## src/rtl/morse_pattern_player.sv

```systemverilog
// morse_pattern_player
//   Plays up to four Morse symbols (dot = 1 unit on, dash = 3 units on) from a
//   latched 4-bit pattern, MSB first. Symbols are separated by a 1-unit gap,
//   and the pattern ends with a 3-unit letter gap and a one-cycle done pulse.
// Ports:
//   clk      rising-edge clock
//   rst_n    asynchronous active-low reset
//   start    play request, honoured only while idle
//   pattern  symbol bits (1 = dash, 0 = dot), bit 3 is played first
//   len      number of symbols (0..7, values above 4 are treated as 4)
//   led      registered Morse output (1 = on)
//   busy     high while a pattern is playing (ON/GAP/LGAP)
//   done     one-cycle pulse when playback completes
//   sym_idx  index of the symbol playing or just played (0 = pattern[3])
module morse_pattern_player #(
  parameter int UNIT_TICKS = 12500000
) (
  input  logic       clk,
  input  logic       rst_n,
  input  logic       start,
  input  logic [3:0] pattern,
  input  logic [2:0] len,
  output logic       led,
  output logic       busy,
  output logic       done,
  output logic [1:0] sym_idx
);

  localparam int TW = (UNIT_TICKS > 1) ? $clog2(UNIT_TICKS) : 1;
  localparam logic [TW-1:0] TICK_MAX = TW'(UNIT_TICKS - 1);

  localparam logic [2:0] IDLE = 3'd0;
  localparam logic [2:0] ON   = 3'd1;
  localparam logic [2:0] GAP  = 3'd2;
  localparam logic [2:0] LGAP = 3'd3;
  localparam logic [2:0] DONE = 3'd4;

  logic [2:0]    state_r;
  logic [3:0]    pattern_r;
  logic [2:0]    len_r;
  logic [1:0]    sym_idx_r;
  logic [TW-1:0] tick_r;
  logic [1:0]    unit_r;   // remaining whole units after the current one
  logic          led_r;
  logic          busy_r;
  logic          done_r;

  logic [2:0] next_state_s;
  logic [1:0] next_units_s;
  logic       unit_end_s;
  logic       expire_s;
  logic       last_sym_s;
  logic [1:0] next_idx_s;
  logic       next_bit_s;
  logic       timed_s;

  // Timing and sequencing decode shared by the next-state logic.
  always_comb begin
    unit_end_s = (tick_r == TICK_MAX);
    expire_s   = unit_end_s && (unit_r == 2'd0);
    last_sym_s = ({1'b0, sym_idx_r} == (len_r - 3'd1));
    next_idx_s = sym_idx_r + 2'd1;
    // Bit of the symbol that follows the current gap.
    next_bit_s = pattern_r[2'd3 - next_idx_s];
    timed_s    = (state_r == ON) || (state_r == GAP) || (state_r == LGAP);
  end

  // Next-state logic; next_units_s is the unit count loaded on a state change.
  always_comb begin
    next_state_s = state_r;
    next_units_s = 2'd0;
    case (state_r)
      IDLE: begin
        if (start) begin
          if (len == 3'd0) begin
            next_state_s = DONE;
          end else begin
            next_state_s = ON;
            // First symbol comes straight from the input being latched.
            next_units_s = pattern[3] ? 2'd2 : 2'd0;
          end
        end else begin
          next_state_s = IDLE;
        end
      end
      ON: begin
        if (expire_s) begin
          if (last_sym_s) begin
            next_state_s = LGAP;
            next_units_s = 2'd2;
          end else begin
            next_state_s = GAP;
          end
        end else begin
          next_state_s = ON;
        end
      end
      GAP: begin
        if (expire_s) begin
          next_state_s = ON;
          next_units_s = next_bit_s ? 2'd2 : 2'd0;
        end else begin
          next_state_s = GAP;
        end
      end
      LGAP: begin
        if (expire_s) begin
          next_state_s = DONE;
        end else begin
          next_state_s = LGAP;
        end
      end
      DONE:    next_state_s = IDLE;
      default: next_state_s = IDLE;
    endcase
  end

  // State, latched pattern, symbol index and unit timing counters.
  always_ff @(posedge clk or negedge rst_n) begin
    if (!rst_n) begin
      state_r   <= IDLE;
      pattern_r <= 4'd0;
      len_r     <= 3'd0;
      sym_idx_r <= 2'd0;
      tick_r    <= '0;
      unit_r    <= 2'd0;
    end else begin
      state_r <= next_state_s;
      if ((state_r == IDLE) && start) begin
        pattern_r <= pattern;
        len_r     <= (len > 3'd4) ? 3'd4 : len;
        sym_idx_r <= 2'd0;
      end else if ((state_r == GAP) && expire_s) begin
        sym_idx_r <= next_idx_s;
      end
      // Counters restart on every state change so no error accumulates.
      if (next_state_s != state_r) begin
        tick_r <= '0;
        unit_r <= next_units_s;
      end else if (timed_s) begin
        if (unit_end_s) begin
          tick_r <= '0;
          unit_r <= unit_r - 2'd1;
        end else begin
          tick_r <= tick_r + 1'b1;
        end
      end else begin
        tick_r <= '0;
        unit_r <= 2'd0;
      end
    end
  end

  // Registered outputs decoded from the state being entered.
  always_ff @(posedge clk or negedge rst_n) begin
    if (!rst_n) begin
      led_r  <= 1'b0;
      busy_r <= 1'b0;
      done_r <= 1'b0;
    end else begin
      led_r  <= (next_state_s == ON);
      busy_r <= (next_state_s == ON) || (next_state_s == GAP) || (next_state_s == LGAP);
      done_r <= (next_state_s == DONE);
    end
  end

  assign led     = led_r;
  assign busy    = busy_r;
  assign done    = done_r;
  assign sym_idx = sym_idx_r;

endmodule

```

## config.mk

```make
export PLATFORM = sky130hd
export DESIGN_NAME = morse_pattern_player
export DESIGN_NICKNAME = d
export VERILOG_FILES = /design/src/rtl/morse_pattern_player.sv
export SDC_FILE = /design/constraint.sdc
export NUM_CORES = 1
export LEC_CHECK = 0
export BUFFER_PORTS_ARGS = -buffer_cell sky130_fd_sc_hd__buf_4
export CAP_MARGIN = 0
export CORE_MARGIN = 5
export CORE_UTILIZATION = 50
export DETAILED_ROUTE_END_ITERATION = 16
export PLACE_DENSITY = 0.83
export SYNTH_ARGS = -nofsm -noshare
export SYNTH_HDL_FRONTEND = slang
export SYNTH_SLANG_ARGS = --single-unit
```

## constraint.sdc

```tcl
create_clock -name clk -period 1.8 [get_ports clk]
set_input_delay 0.36 -clock clk [delete_from_list [all_inputs] [get_ports clk]]
set_output_delay 0.36 -clock clk [all_outputs]
set_load 0.05 [all_outputs]
```

## Word level (Yosys, flattened, before mapping)

Cells that the tools add are included.

- Word-level logic and storage cells: 64
- Register bits: 41
- Output and inout port bits: 5

- Order comparisons: 2
- $add $sub $neg: 5
- Mux-type cells: 26
- Reductions and logical operators: 11
- Equality and inequality tests: 11

Operators by type and width:

| kind | count |
|---|---|
| 24-bit two-way mux | 3 |
| 2-bit two-way mux | 13 |
| 24-bit by 1-bit adder with 24-bit output, second input constant | 1 |
| 24-bit equality test, second input constant | 1 |
| 3-bit two-way mux | 5 |
| 3-bit by 2-bit equality test with 1-bit output, second input constant | 4 |
| 3-bit one-hot mux with 4 select lines | 1 |
| 3-bit by 1-bit equality test with 1-bit output, second input constant | 2 |
| 3-bit zero test | 2 |
| 2-bit one-hot mux with 3 select lines | 1 |
| 1-bit logical OR | 4 |
| 2-bit by 3-bit equality test with 1-bit output | 1 |
| 3-bit equality test, second input constant | 1 |
| 3-bit greater-than comparator, second input constant | 1 |
| 1-bit logical AND | 3 |
| 2-bit by 3-bit < comparator with 1-bit output, second input constant | 1 |
| 3-bit by 2-bit != test with 1-bit output, second input constant | 1 |
| 3-bit != test | 1 |
| 3-bit by 1-bit subtractor with 3-bit output, second input constant | 1 |
| 2-bit by 1-bit adder with 2-bit output, second input constant | 1 |
| 1-bit binary-select mux with 2-bit select | 1 |
| 2-bit zero test | 1 |
| 1-bit two-way mux | 2 |
| 2-bit nonzero test | 1 |
| 2 further kinds | 2 |

## Longest topological paths before layout

Gate-level depths: netlist of run 1.

- Depth in word-level cells: 8
- Depth in mapped cells: 7
- Depth with buffers taken out: 7

## Worst setup path before layout of run 1

Ideal clock, no wire load.

- Path kind: register -> register
- Start: register tick_r[0]
- End: register state_r[0]
- Arrival: 1807 ps
- Stages on the path, launching flop included: 8
- Setup slack: -89 ps
- Setup time: 82 ps
- Clock period less this slack: 1889 ps
- Data required time: 1718 ps
- Cell sequence: dfrtp_1 ha_1 nand4_2 nor4_4 nand4_1 buf_6 or3b_1 a31oi_1

- Cells in the longest elaborated chain, start to end: 4
- Elaborated cells between the ends (all ways): 6
- Those cells by class: eq/ne: 1; mux: 4; reduce/logical: 1

RTL lines:

| item | line | text |
|---|---|---|
| start, declared | 42 | `logic [TW-1:0] tick_r;` |
| start signal, assigned | 145 | `tick_r <= tick_r + 1'b1;` |
| 24-bit equality test * | 59 | `unit_end_s = (tick_r == TICK_MAX);` |
| 1-bit logical AND * | 60 | `expire_s = unit_end_s && (unit_r == 2'd0);` |
| 3-bit two-way mux (tied with other cells) | 107 | `if (expire_s) begin` |
| 3-bit one-hot mux with 4 select lines * | 72 | `case (state_r)` |
| via next_state_s[0] | 48 | `logic [2:0] next_state_s;` |
| end signal, assigned | 128 | `state_r <= next_state_s;` |
| end, declared | 38 | `logic [2:0] state_r;` |

Mark *: on every way through the listed nets, which the timed path passes. The rest lies on a longest branch.
A chain may end at the register's enable or synchronous reset.

## Worst setup path after layout of run 1

- Start: register tick_r[12]
- End: register sym_idx_r[1], in the netlist sym_idx[1]

- Cells in the longest elaborated chain, start to end: 4

RTL lines:

| item | line | text |
|---|---|---|
| 24-bit equality test | 59 |  |
| 1-bit logical AND | 60 |  |
| 1-bit logical AND | 133 | `end else if ((state_r == GAP) && expire_s) begin` |
| 2-bit nonzero test (no source line) | n/a |  |
| end signal, assigned | 134 | `sym_idx_r <= next_idx_s;` |
| end, declared | 41 | `logic [1:0] sym_idx_r;` |

Every way passes these cells.

==> reports/qor.txt, run 1 <==
Failing checks - setup timing
Simple-gate share of the synthesized area - 28.3%
Post-synthesis sequential area ratio - 48.9%
Clk_lat worst skew - 0.30 ns
CTS tree - done
Clock network power share - 24.1%
Worst-case clock buffer depth - 2
Most frequent cell after synthesis - dfrtp_1
R2R cell count - 7
Compound-Gate Fraction of Synth Area - 4.95%
Area occupied by multi-input gates - 1070 um2
Mux share of post-synthesis cell area - 2.50%
Psw - 838 uW
Die Width - 74.8 um
Slew Viols, Final - 0
Slew headroom - 66.3%
Total negative slack - -0.141 ns
Top Ports - 15
Worst Max-Slew Pin Slew - 0.506 ns
CP max FO - 4
Largest family of logic cells by synthesized area - simple AND/OR/NAND/NOR gates
Number of synthesized flops with an enable pin - 0
Std-Cell Rows - 23
Die area - 5600 um2
Critical path buffers and inverters - 2
Core Region - 4030 um2
CP max stage delay - 0.40 ns
Overall global routing resource usage - 18.7%
Period minus WS final - 1.90 ns
Reg2Reg Setup Slack - -0.1 ns
Yosys cell types - 39
ANT nets after route - 0
Startpoint Class - flip-flop
Register area - 1030 um2
Non-Filler Instances - 304
Share of the synthesized area in the top cell type - 48.9%
Synthesized instance count - 215
Grt ovf - 0
Max_cap viols - 0
Initial antenna violation count - 0
Via count - 1689
Max VDD drop - 496 uV
Final hold slack - 0.0209 ns
Area leader, netlist - dfrtp_1
Most area-consuming cells after synthesis - dfrtp_1 49%, xor2_1 7.5%, nand2_1 5.5%
Root Buffer - clkbuf_8
H-tree levels - 2
Via count of the first global-routing pass - 1714
I/O Buffers - 14
Avg WL per Cell - 15.2 um
Chip Height - 74.8 um
Placed Cells - 291
Pre-Repair DR Iteration Count - 4
Overall Power - 2.50 mW
Clk slew on worst S/H paths - 0.08 ns
Post-CTS Hold Buffers - 0
Leakage power - 1.21 nW
RSZ-0062 raised after global routing - true
Post-synth top cells - 41 x dfrtp_1, 31 x nand2_1, 31 x nor2_1, 18 x xor2_1, 9 x nand3_1
Dpl ws - -0.135 ns
Crit Reg-Reg Endpoint - sym_idx[1]
Seq pwr share - 47.9%
Num Clock Sinks - 41
Area grow syn2layout - 22.3%
Critical Path AT - 2.09 ns
Post-Synth XOR/XNOR Area - 10.4%
CP top delay family - simple AND/OR/NAND/NOR gates
Layout cells sized above 1 - 25.2%
Sw Ratio - 33.5%
Setup crit end kind - flip-flop
Yosys warns - 0
Synth Area in Adders - 1.79%
# DRC - 0
Worst r2r src - tick_r[12]
Filler cells - 309
Critical Path RT - 1.99 ns
Fmax - 0.526 GHz
Proportion of synthesized flip-flops having asynchronous set or reset - 100%
CP Class - reg -> reg
Largest net degree at the start of global routing - 42
Hold Fails Final Rpt - 0
Inserted Diodes - 0
Synth Flop Type - dfrtp_1
Mapped cell area - 2100 um2
Fin nets - 266
Starting density of the core - 52.1%
Final Cycle Share - 106%
Internal power - 1.66 mW
Initial DRC Count - 164
Final worst setup slack - -0.0996 ns
Number of buffers created by CTS - 5
Final setup viols - 2
Combinational fraction of design power - 28.0%
Clock Skews - 0.00538 ns
First-pass GRT wire length - 7.88 mm
HP Class - in -> async
Total Wirelength - 4.61 mm
Power Dens Cells - 973 nW/um2
CP most frequent cell - buf_4
Final RePlAce weighted congestion - 0.818
Vias per cell - 5.56
Worst path cell trace - and3_1 -> and4_4 -> nand4_1 -> buf_4 -> buf_4 -> o31ai_1 -> a21oi_2
DP HPWL - 3.00 mm
Syn avg cell area - 9.77 um2
Status - complete, but fails checks
Post-Syn Nets - 228
Slowest-stage cell, CP - dfrtp_1
Register bit total from synthesis - 41
## per-layer routing
layer | routed length (um) | GRT usage [%]
met3 | 180 | 4.41
met4 | 125 | 8.89
met2 | 2280 | 28.9
met5 | 0 | 0
met1 | 2030 | 25.0
## cell type report
type	count	area share (%)
multi-input cells	159	41.5
clock inverters	3	0.682
well taps	50	2.44
inverters	8	1.17
clock buffers	5	2.68
repair buffers	38	11.6
flip-flops and latches	41	39.9
## how the worst max path moves through the flow
| stage | from | endpoint | slack [ns] | cells past startpoint |
|---|---|---|---|---|
| after global routing | tick_r[0] | sym_idx[1] | -0.18 | 8 |
| after floorplan | tick_r[0] | state_r[0] | 0.004 | 7 |
| after global placement | tick_r[5] | sym_idx[1] | 0.05 | 5 |
| after detailed placement | tick_r[5] | sym_idx[1] | -0.13 | 5 |
| final | tick_r[12] | sym_idx[1] | -0.1 | 7 |
| after CTS | tick_r[0] | state_r[0] | -0.001 | 7 |
## state kept, by name, indices dropped and copies added (netlist names)
signal	count
tick_r	24
pattern_r	4
led	1
state_r	3
len_r	3
sym_idx	2
busy	1
done	1
unit_r	2
## logic make-up after synthesis
group	after synthesis
XOR/XNOR	25
adder cells (fa/ha/maj)	3
AND/OR/NAND/NOR	111
multiplexers	4
AO/OA/AOI/OAI	16
buffers and inverters	15
flip-flops	41
## placed cells by master, fill, tap and decap left out, types with 2 or more instances in the layout
master and n:
a21oi_2 2, nor4_4 2, a31oi_1 2, nand2_1 31, clkbuf_8 5, o31ai_1 3, and3_1 6, and4_1 5
nand3b_1 3, dfrtp_1 41, and2_1 3, nor2_1 30, a21oi_1 2, nand4_1 5, o21ai_0 3, clkinv_2 2
nor3_2 2, buf_4 37, xnor2_1 7, nand3_1 9, ha_1 2, nor3_1 3, xor2_1 18, mux2i_1 3
inv_1 8
## timing repair
| item | CTS | global route |
|---|---|---|
| resized for setup | 4 | 6 |
| setup endpoints to repair | 3 | 17 |
| buffers inserted | 4 | 1 |
| pin swaps | 3 | 4 |
## stage by stage
stage | area, um2 | utilization, %
6_report | 2570 | 63.8
5_1_grt | 2570 | 63.8
4_1_cts | 2530 | 62.8
3_5_place_dp | 2390 | 59.4
3_3_place_gp | 2390 | 59.4
2_1_floorplan | 2100 | -
## power groups by stage
stage / Clock, mW / Sequential [mW] / Combinational (mW)
finish: 0.602 / 1.20 / 0.701
global route: 0.654 / 1.21 / 0.792
CTS: 0.615 / 1.18 / 0.675
detailed placement: 0 / 1.19 / 0.662
global placement: 0 / 1.18 / 0.639
floorplan: 0 / 1.22 / 0.391
Note: power is estimated with default switching activity, not from simulation.
==> inputs of run 2 (changes only) <==
--- a/config.mk
+++ b/config.mk
@@ -11,6 +11,7 @@
 export CORE_UTILIZATION = 50
 export DETAILED_ROUTE_END_ITERATION = 16
 export PLACE_DENSITY = 0.83
+export SETUP_SLACK_MARGIN = 0.02
 export SYNTH_ARGS = -nofsm -noshare
 export SYNTH_HDL_FRONTEND = slang
 export SYNTH_SLANG_ARGS = --single-unit
==> reports/qor.txt, run 2 (synthesis gave the netlist of run 1 again) <==
H-tree levels - 2
Biggest regs - tick_r x24, pattern_r x4
Slowest-stage cell, CP - dfrtp_1
Max reg flops - 24
Seq pwr share - 44.8%
Worst-case clock buffer depth - 2
CTS tree - done
Critical Path RT - 2.02 ns
Non-Filler Instances - 302
Num Clock Sinks - 41
Worst path cell trace - ha_4 -> nand4_4 -> nor4_4 -> nand4_1 -> buf_4 -> or3b_1 -> a31oi_1
Layout cells sized above 1 - 24.2%
Worst r2r src - tick_r[1]
RSZ-0062 raised after global routing - true
Setup crit end kind - flip-flop
Vias per cell - 5.51
Avg WL per Cell - 14.6 um
ANT nets after route - 0
I/O Buffers - 14
Slew Viols, Final - 0
Critical path buffers and inverters - 1
Clk slew on worst S/H paths - 0.08 ns
Chip Height - 74.8 um
Filler cells - 315
Grt ovf - 0
First-pass GRT wire length - 7.62 mm
Hold Fails Final Rpt - 0
Area after DPL - 2400 um2
Inserted Diodes - 0
Failing checks - setup timing
# DRC - 0
Final RePlAce weighted congestion - 0.844
Total Wirelength - 4.40 mm
DP HPWL - 3.10 mm
Number of buffers created by CTS - 5
HP Class - in -> async
Overall global routing resource usage - 18.1%
Leakage power - 1.21 nW
Combinational fraction of design power - 26.1%
Post-route cell area - 2590 um2
Clock network power share - 29.1%
Largest reg by FF count - tick_r
Startpoint Class - flip-flop
Final worst setup slack - -0.0219 ns
Pre-Repair DR Iteration Count - 4
Area grow syn2layout - 23.2%
Std-Cell Rows - 23
Fmax - 0.549 GHz
Final setup viols - 3
Final Cycle Share - 101%
Final hold slack - 0.0280 ns
Via count of the first global-routing pass - 1650
Critical Path AT - 2.04 ns
Most common cell after layout, fill and taps aside - dfrtp_1
Largest net degree at the start of global routing - 42
Max VDD drop - 577 uV
Initial DRC Count - 153
Most frequent cells in the layout - 41 x dfrtp_1, 35 x buf_4, 31 x nor2_1, 31 x nand2_1, 18 x xor2_1
Clock Skews - 0.00546 ns
Status - complete, but fails checks
Core Region - 4030 um2
Fin nets - 264
Top Ports - 15
CP max FO - 3
Starting density of the core - 52.1%
Clk_lat worst skew - 0.29 ns
Internal power - 1.85 mW
Psw - 814 uW
Slew headroom - 66.0%
Die area - 5600 um2
Sw Ratio - 30.6%
CP max stage delay - 0.40 ns
CP top delay family - simple AND/OR/NAND/NOR gates
Power Dens Cells - 1030 nW/um2
Max_cap viols - 0
Via count - 1663
Die Width - 74.8 um
Initial antenna violation count - 0
CP Class - reg -> reg
Period minus WS final - 1.82 ns
Placed Cells - 290
CP startpoint - tick_r[1]
Worst Max-Slew Pin Slew - 0.510 ns
Root Buffer - clkbuf_8
run 2: cell count changes in the layout (fill, tap and decap cells not counted), sizes merged:
cell and change:
buf -2, bufinv +1, clkbuf +1, clkinv -2
run 2: power by group through the flow:
stage / Sequential, mW / Clock [mW] / Combinational [mW]
2_1_floorplan: 1.23 / 0 / 0.402
3_3_place_gp: 1.19 / 0 / 0.648
3_5_place_dp: 1.20 / 0 / 0.687
4_1_cts: 1.19 / 0.787 / 0.695
5_1_grt: 1.21 / 0.824 / 0.783
6_report: 1.19 / 0.775 / 0.695
run 2: metrics by stage:
step           setup TNS [ns]  worst slack, ns  utilization, %  power [mW]
6_report              -0.0460          -0.0219            64.2        2.66
2_1_floorplan               0           0.0384               -        1.63
3_3_place_gp                0           0.0464            59.5        1.84
3_5_place_dp          -0.0647          -0.0647            59.5        1.89
4_1_cts              -0.00190         -0.00190            63.1        2.67
5_1_grt                -0.484           -0.140            64.2        2.82
run 2: layer usage:
| layer | global-route usage, % | vias to the layer above | wire length [um] |
|---|---|---|---|
| met1 | 24.4 | 805 | 1940 |
| li1 | - | 807 | - |
| met5 | 0 | - | 0 |
| met3 | 3.20 | 10 | 148 |
| met2 | 29.0 | 41 | 2220 |
| met4 | 7.71 | 0 | 95 |
run 2: cell type report:
cell class	instances	area, um2	share of cell area, %
repair buffers	36	283	10.9
inverters	8	30.0	1.16
clock buffers	6	82.6	3.19
flip-flops and latches	41	1030	39.7
clock inverters	2	37.5	1.45
multi-input cells	159	1060	41.2
well taps	50	62.6	2.42
run 2: timing repair:
item	CTS	global route
hold buffers	0	0
buffers inserted	2	2
setup endpoints to repair	3	10
resized for setup	1	8
pin swaps	2	8
run 2: worst paths after layout:
path	end	slack (ns)	cells past startpoint
max	state_r[0]	-0.02	7
min in group clk	pattern_r[1]	0.25	3
min	tick_r[17]	0.03	1
max reg2reg	state_r[0]	-0.02	7
max in group asynchronous	tick_r[1]	1.42	1
min reg2reg	pattern_r[1]	0.49	2
==> inputs of run 3 (changes only) <==
--- a/config.mk
+++ b/config.mk
@@ -9,6 +9,7 @@
 export CAP_MARGIN = 0
 export CORE_MARGIN = 5
 export CORE_UTILIZATION = 50
+export CTS_BUF_LIST = sky130_fd_sc_hd__clkbuf_4
 export DETAILED_ROUTE_END_ITERATION = 16
 export PLACE_DENSITY = 0.83
 export SETUP_SLACK_MARGIN = 0.02
==> reports/qor.txt, run 3 (synthesis gave the netlist of run 1 again) <==
Top Ports - 15
Clk_lat worst skew - 0.36 ns
Layout cells sized above 1 - 25.2%
Startpoint Class - flip-flop
Leakage power - 1.20 nW
Overall global routing resource usage - 18.5%
Critical path buffers and inverters - 1
Die Width - 74.8 um
Num Clock Sinks - 41
Combinational fraction of design power - 28.2%
Slew headroom - 65.5%
Slew Viols, Final - 0
Number of buffers created by CTS - 5
ANT nets after route - 0
CP Class - reg -> reg
Max_cap viols - 0
Clk slew on worst S/H paths - 0.12 ns
Filler cells - 319
Non-Filler Instances - 304
Final worst setup slack - -0.0922 ns
DP HPWL - 3.10 mm
Initial DRC Count - 131
Crit Reg-Reg Endpoint - state_r[0]
Area grow syn2layout - 22.5%
Final RePlAce weighted congestion - 0.844
Grt ovf - 0
Total negative slack - -0.144 ns
Most frequent cells in the layout - 41 x dfrtp_1, 36 x buf_4, 31 x nand2_1
Reg2Reg Setup Slack - -0.09 ns
Total Wirelength - 4.54 mm
Critical Path AT - 2.17 ns
Pre-Repair DR Iteration Count - 5
CTS tree - done
Largest reg by FF count - tick_r
Chip Height - 74.8 um
Clock network power share - 24.0%
HP Class - in -> reg
Slowest-stage cell, CP - dfrtp_1
Clock Skews - 0.00818 ns
Internal power - 1.69 mW
Failing checks - setup timing
Sw Ratio - 32.6%
RSZ-0062 raised after global routing - true
R2R cell count - 7
Psw - 814 uW
Setup crit end kind - flip-flop
Via count of the first global-routing pass - 1672
Post-route cell area - 2570 um2
Fin nets - 266
Fmax - 0.528 GHz
Status - complete, but fails checks
Overall Power - 2.50 mW
Inserted Diodes - 0
WHS Endpoint - pattern_r[1]
Final Cycle Share - 105%
Initial antenna violation count - 0
Vias per cell - 5.50
Hold Fails Final Rpt - 0
Worst-case clock buffer depth - 2
Worst r2r src - tick_r[1]
Power Dens Cells - 973 nW/um2
Worst Hold Launch - pattern[1]
Via count - 1672
Biggest regs - tick_r x24, pattern_r x4
Worst hold stages - 3
Std-Cell Rows - 23
Max VDD drop - 582 uV
First-pass GRT wire length - 7.84 mm
Worst Max-Slew Pin Slew - 0.517 ns
Period minus WS final - 1.89 ns
Max reg flops - 24
Die area - 5600 um2
Final setup viols - 3
H-tree levels - 2
CP max FO - 3
CP max stage delay - 0.44 ns
Largest net degree at the start of global routing - 42
Core Region - 4030 um2
Area after DPL - 2400 um2
I/O Buffers - 14
Starting density of the core - 52.1%
Worst path cell trace - ha_4 -> nand4_4 -> nor4_4 -> nand4_1 -> buf_4 -> or3b_1 -> a31oi_1
Root Buffer - clkbuf_4
Avg WL per Cell - 14.9 um
CP top delay family - simple AND/OR/NAND/NOR gates
Seq pwr share - 47.8%
Critical Path RT - 2.08 ns
Most common cell after layout, fill and taps aside - dfrtp_1
Placed Cells - 290
# DRC - 0
-- run 3: cell count changes in the layout (fill, tap and decap cells not counted), sizes merged --
cell and change:
buf +1, clkinv +1, clkbuf -1, dlygate4sd3 +1
-- run 3: area by class of cell --
cell class	instances	area (um2)	area share (%)
well taps	50	62.6	2.43
flip-flops and latches	41	1030	39.9
clock inverters	3	41.3	1.61
multi-input cells	159	1070	41.8
repair buffers	38	300	11.7
inverters	8	30.0	1.17
clock buffers	5	37.5	1.46
-- run 3: how the worst max path moves through the flow --
stage | start | end | slack (ns) | cells past startpoint
final | tick_r[1] | state_r[0] | -0.09 | 7
after global routing | tick_r[1] | state_r[0] | -0.14 | 7
after CTS | tick_r[1] | state_r[0] | 0.004 | 7
after detailed placement | tick_r[1] | sym_idx[1] | -0.06 | 6
after global placement | tick_r[1] | sym_idx[1] | 0.05 | 6
after floorplan | tick_r[0] | state_r[0] | 0.04 | 7
-- run 3: layer usage --
| metal | global-route usage, % | wire length (um) | up-vias |
|---|---|---|---|
| met5 | 0 | 0 | - |
| met4 | 6.92 | 78 | 0 |
| met3 | 4.14 | 166 | 7 |
| met2 | 29.2 | 2270 | 35 |
| met1 | 25.0 | 2030 | 818 |
| li1 | - | - | 812 |
-- run 3: through the flow --
step / hold slack (ns) / util [%] / worst slack, ns
final: 0.190 / 63.8 / -0.0922
after CTS: 0.175 / 62.5 / 0.00432
after global placement: 0.367 / 59.5 / 0.0464
after detailed placement: 0.372 / 59.5 / -0.0647
after global routing: 0.192 / 63.8 / -0.145
after floorplan: 0.0644 / - / 0.0384
-- run 3: what timing repair did --
action	4_1_cts	5_1_grt
pin swaps	1	11
setup endpoints to repair	3	13
hold endpoints to repair	41	0
resized for setup	1	11
buffers inserted	3	3
hold buffers	1	0
-- run 3: worst register-to-register path, stage by stage (launching register included) --
cell and delay [ns]:
dfrtp_1 0.44, ha_4 0.17, nand4_4 0.11, nor4_4 0.17
nand4_1 0.19, buf_4 0.19, or3b_1 0.35, a31oi_1 0.20
-- run 3: power groups by stage --
| stage | clock network [mW] | logic, mW | registers [mW] |
|---|---|---|---|
| 6_report | 0.599 | 0.706 | 1.20 |
| 5_1_grt | 0.647 | 0.791 | 1.21 |
| 4_1_cts | 0.612 | 0.698 | 1.19 |
| 3_5_place_dp | 0 | 0.687 | 1.20 |
| 3_3_place_gp | 0 | 0.648 | 1.19 |
| 2_1_floorplan | 0 | 0.402 | 1.23 |
